<file path="src/rtl/immediate_decoder.sv">
// RV32I immediate extraction for the decode stage: a combinational result for
// same-cycle consumers plus a registered copy for the next pipeline stage.
module immediate_decoder #(
    parameter int XLEN = 32
) (
    input  logic            clk,
    input  logic            reset,
    input  logic [2:0]      type_,
    input  logic [XLEN-1:0] in,
    output logic [XLEN-1:0] out,
    output logic            illegal,
    output logic [XLEN-1:0] out_q,
    output logic            illegal_q
);

    localparam logic [2:0] FMT_I = 3'd0;
    localparam logic [2:0] FMT_S = 3'd1;
    localparam logic [2:0] FMT_B = 3'd2;
    localparam logic [2:0] FMT_U = 3'd3;
    localparam logic [2:0] FMT_J = 3'd4;

    logic [XLEN-1:0] imm_i, imm_s, imm_b, imm_u, imm_j;
    logic            sgn;

    // in[31] is the sign for every format, so one replicated bit feeds all of them.
    assign sgn   = in[31];
    assign imm_i = {{20{sgn}}, in[31:20]};
    assign imm_s = {{20{sgn}}, in[31:25], in[11:7]};
    assign imm_b = {{19{sgn}}, in[31], in[7], in[30:25], in[11:8], 1'b0};
    assign imm_u = {in[31:12], 12'h000};
    assign imm_j = {{11{sgn}}, in[31], in[19:12], in[20], in[30:21], 1'b0};

    // Ternary chain rather than a case so an unknown type_ yields X in simulation.
    assign out = (type_ == FMT_I) ? imm_i :
                 (type_ == FMT_S) ? imm_s :
                 (type_ == FMT_B) ? imm_b :
                 (type_ == FMT_U) ? imm_u :
                 (type_ == FMT_J) ? imm_j :
                                    '0;

    assign illegal = (type_ > FMT_J);

    always_ff @(posedge clk or posedge reset) begin
        if (reset) begin
            out_q     <= '0;
            illegal_q <= 1'b0;
        end else begin
            out_q     <= out;
            illegal_q <= illegal;
        end
    end

endmodule

</file>
<file path="config.mk">
export PLATFORM = sky130hd
export DESIGN_NAME = immediate_decoder
export DESIGN_NICKNAME = d
export VERILOG_FILES = /design/src/rtl/immediate_decoder.sv
export SDC_FILE = /design/constraint.sdc
export NUM_CORES = 1
export LEC_CHECK = 0
export CORE_MARGIN = 4
export CORE_UTILIZATION = 35
export CTS_CLUSTER_SIZE = 14
export DETAILED_ROUTE_END_ITERATION = 10
export PLACE_DENSITY = 0.91
export SYNTH_ARGS = -nofsm -noshare
export SYNTH_HDL_FRONTEND = slang
export SYNTH_SLANG_ARGS = --single-unit
</file>
<file path="constraint.sdc">
create_clock -name clk -period 2.82 [get_ports clk]
set_input_delay 0.705 -clock clk [delete_from_list [all_inputs] [get_ports clk]]
set_output_delay 0.705 -clock clk [all_outputs]
set_load 0.03 [all_outputs]
</file>
== Word level (Yosys, flattened, before mapping) ==
Index checks and enable logic that the tools add are counted.

* Bits in registers: 33
* Latch bits: 0
* Memory bits (writable): 0
* Memory bits (read-only): 0
* Memories: 0

* Add/sub/neg operators: 0
* $mul: 0
* Divide/modulo/power cells: 0
* Magnitude comparators: 1
* Equality and inequality tests: 4
* Shifts and indexed selects: 0
* Multiplexer cells: 5
* Bitwise logic cells: 0
* Reductions and logical operators: 1

{| class="wikitable"
|+ Operator list
! kind !! count
|-
| 32-bit two-way mux || 5
|-
| 3-bit by 2-bit equality test with 1-bit output, second input constant || 2
|-
| 3-bit by 1-bit equality test with 1-bit output, second input constant || 1
|-
| 3-bit equality test, second input constant || 1
|-
| 3-bit greater-than comparator, second input constant || 1
|-
| 3-bit zero test || 1
|}

== Longest topological paths before layout ==
Gate-level depths: netlist of run 1.

* Depth in word-level cells: 6
* Depth in mapped cells: 5
* Gate-level depth less buffers: 3

== Least setup slack after synthesis of run 1 ==
OpenSTA, ideal clock, no wires.

* Kind: input to output
* Start: input type_[0]
* End: output out[31]
* Arrival time: 1802 ps
* Data required time: 2115 ps
* Slack: 313 ps
* Stages on the path: 4
* Path buffers: 1
* Path through: buf_6 -> nor2_1 -> nor2b_1 -> nor2b_1

* Longest elaborated chain between the ends: 6
* Elaborated cells on any way between the ends: 10
* Those cells by class: 4 x eq/ne; 5 x mux; 1 x reduce/logical

{| class="wikitable"
|+ Ends and longest elaborated chain
! what !! RTL line !! source
|-
| start: declaration || 8 || <nowiki>input logic [2:0] type_,</nowiki>
|-
| 3-bit equality test || 38 || <nowiki>(type_ == FMT_J) ? imm_j :</nowiki>
|-
| 32-bit two-way mux || 38 ||
|-
| 32-bit two-way mux || 37 || <nowiki>(type_ == FMT_U) ? imm_u :</nowiki>
|-
| 32-bit two-way mux || 36 || <nowiki>(type_ == FMT_B) ? imm_b :</nowiki>
|-
| 32-bit two-way mux || 35 || <nowiki>(type_ == FMT_S) ? imm_s :</nowiki>
|-
| 32-bit two-way mux (*) || 34 || <nowiki>assign out = (type_ == FMT_I) ? imm_i :</nowiki>
|-
| end: declaration || 10 || <nowiki>output logic [XLEN-1:0] out,</nowiki>
|}

Mark *: on every way between the ends. The rest lies on a longest branch, timed or not.

== Worst setup path after layout of run 1 ==
* Start: input in[31]
* End: output out[19]

* Longest elaborated chain between the ends: 3

{| class="wikitable"
|+ Ends and longest elaborated chain
! what !! RTL line !! source
|-
| start: declaration || 9 || <nowiki>input logic [XLEN-1:0] in,</nowiki>
|-
| 32-bit two-way mux || 36 ||
|-
| 32-bit two-way mux || 35 ||
|-
| 32-bit two-way mux (*) || 34 ||
|}

Marks and branches as above.

==> results by group, run 1 <==
Clock tree
  – CTS Sinks: 33
  – # H-tree levels: 2
  – Clock-pin slew on the worst setup and hold paths: 0.06 ns
  – TritonCTS clock tree: built
  – CTS Hold Bufs: 0
  – Root Buffer: clkbuf_8
  – Clock Tree Buf Depth: 2
  – TritonCTS Buffers: 5

Global route
  – Global Route Usage Sum: 18.9%
  – Number of global-route vias before repair: 1,321
  – Largest net degree at the start of global routing: 34
  – Grt total ovfl: 0
  – First-pass GRT wire length: 6380 µm
  – Busiest layer in global routing: met2
  – Grt met1 use: 19.5%
  – Routing usage on met3: 5.35%
  – Initial antenna violation count: 0
  – Grt met2 use: 33.2%

Logic synthesis
  – Post-synth EDFFs: 0
  – Sequential share of the synthesized area: 63.5%
  – Commonest cells post-synth: dfrtp_1, nand2_1, a21oi_1, o22ai_1, nor2b_1
  – Area leader, netlist: dfrtp_1
  – Syn Area/Cell: 11.1 µm²
  – Top cells by area, synth: dfrtp_1, nand2_1, a21oi_1
  – Warnings from Yosys: 0
  – Flops & latches, synth: 33
  – Distinct cells, synth: 22
  – Ys async rst share: 100%
  – Mapped Nets: 154
  – Cell Area, Synth: 1300 µm²
  – Count leader, synth: dfrtp_1
  – Post-synth top flop: dfrtp_1
  – Post-Synthesis Cells: 117
  – Synth top area share: 63.5%

STA
  – Setup_tns: 0 ns
  – Final min period: 2.67 ns
  – Max_slew headroom: 73.5%
  – Worst Tran Pin Value: 0.398 ns
  – Final setup vio count: 0
  – Max Clk Rate: 374 MHz
  – Final hold violation count: 0
  – Max Slew Vio Count: 0
  – Fin crit share: 94.7%
  – Unrepaired setup endpoints after global routing: no

Worst setup path
  – Crit path DAT: 1.97 ns
  – Data required, critical path: 2.12 ns
  – CP Launch Type: primary input
  – Max FO, Critical Path: 8
  – Crit Path Class: in -> out
  – Critical path endpoint category: primary output

Hold path
  – Hold Crit Class: in -> async

Floorplanning
  – Core Area: 3470 µm²
  – Initial core utilization: 37.5%
  – Die Area: 4750 µm²
  – Ports: 103
  – Row count: 21
  – Die W: 68.9 µm
  – Height of the die: 68.9 µm

Placement
  – IO Port Bufs: 95
  – GP Congestion: 0.768
  – Hpwl dp: 3300 µm

Route
  – Drt first pass iters: 4
  – Routed wire per std cell: 14.5 µm
  – Number of DRC markers in iteration 0: 33
  – DR vias: 1,295
  – Drt total wl: 4070 µm
  – Final ANT Viol Nets: 0
  – # DRC: 0
  – DR vias/cell: 4.61

Layout
  – Fraction of layout cells with a size suffix above 1: 28.5%
  – Area of the multi-input gates: 422 µm²
  – # fillers: 280
  – Final Net Count: 271
  – Sequential cell area: 826 µm²
  – Antenna Cells: 0
  – Area growth from synthesis to layout: 90.0%

Power
  – Total power: 1.42 mW
  – Pleak: 1.21 nW
  – P per Cell Area: 575 nW/µm²
  – Maximum VDD drop: 0.405 mV

Job
  – Max cap viols: 0

Run status
  – Status: finished, final reports clean
==> cell usage in the layout, fill, tap and decap left out <==
cell and n:
a21oi_1 16, clkbuf_8 6, a22o_1 4, clkbuf_1 1
and2b_1 5, nand2b_4 1, nor2_1 2, and3b_1 1
nor3_1 1, o22ai_1 8, maj3_2 1, and2_2 1
dlygate4sd2_1 3, nand2_1 22, clkdlybuf4s50_1 59, bufinv_16 1
inv_1 1, o21ai_0 1, buf_4 57, mux2i_1 2
xnor2_1 1, dfrtp_1 33, nand3_1 1, nor2b_1 7
==> worst paths after layout <==
path	start	end	cells past startpoint
hold / removal	reset	out_q[15]	3
setup / recovery	in[31]	out[19]	6
min in group clk	in[27]	out_q[27]	3
max in group asynchronous	reset	out_q[18]	3
==> state kept, by name (all words and copies together), names as in the netlist <==
register,flops
illegal_q,1
out_q,32
==> report_power, final <==
group	leakage (nW)	internal, mW	total [mW]	switching [mW]
sequential	0.420	0.509	0.519	0.00957
clock	0.0585	0.288	0.452	0.164
combinational	0.732	0.193	0.449	0.256
==> layer usage <==
| layer | wire length [µm] | vias to the layer above |
|---|---|---|
| li1 | - | 635 |
| met1 | 1430 | 586 |
| met2 | 2200 | 59 |
| met3 | 294 | 15 |
| met4 | 150 | 0 |
| met5 | 0 | - |
==> stage by stage <==
stage	setup WS (ns)	util [%]	hold slack [ns]	std cells	cell area (µm²)
CTS	0.156	71.2	0.813	281	2470
global route	0.0397	71.2	0.830	281	2470
finish	0.149	71.2	0.798	281	2470
detailed placement	-0.0318	67.9	1.12	273	2360
floorplan	0.313	-	0.834	117	1300
global placement	0.0149	67.9	1.12	273	2360
==> critical path, stage by stage <==
cell and delay [ns]:
clkdlybuf4s50_1 0.48, nor2b_1 0.13, buf_4 0.16, a21oi_1 0.05, o22ai_1 0.23, buf_4 0.21
==> repair_timing <==
action                     in CTS  in global routing
resized for setup               4                  0
setup endpoints to repair      17                  0
setup buffers                   0                  0
==> logic make-up after synthesis <==
group / count (synthesis) / synth area share, %
AOI/OAI and AO/OA: 29 / 13.1
xor gates and xnor gates: 1 / 0.674
adders and majority gates: 1 / 0.866
muxes: 2 / 1.54
buffers and inverters: 10 / 4.14
DFF: 33 / 63.5
and+or+nand+nor: 41 / 16.2
==> area by class of cell <==
type,instances,area share [%]
sequential,33,33.4
multi-input combinational,74,17.1
inverter,1,0.152
clock buffer,7,3.50
clock inverter,1,1.22
timing repair buffer,119,42.3
tap,46,2.33
No activity file was read; power rests on OpenSTA's default activity.
==> inputs of run 2 (changes only) <==
- SLEW_MARGIN: unset -> 10
==> results of run 2 <==
No change in the layout: final DEF, timing and power equal those of run 1.
==> inputs of run 3 (changes only) <==
- CTS_CLUSTER_DIAMETER: unset -> 120
==> results of run 3 <==
No change in the layout: final DEF, timing and power equal those of run 1.
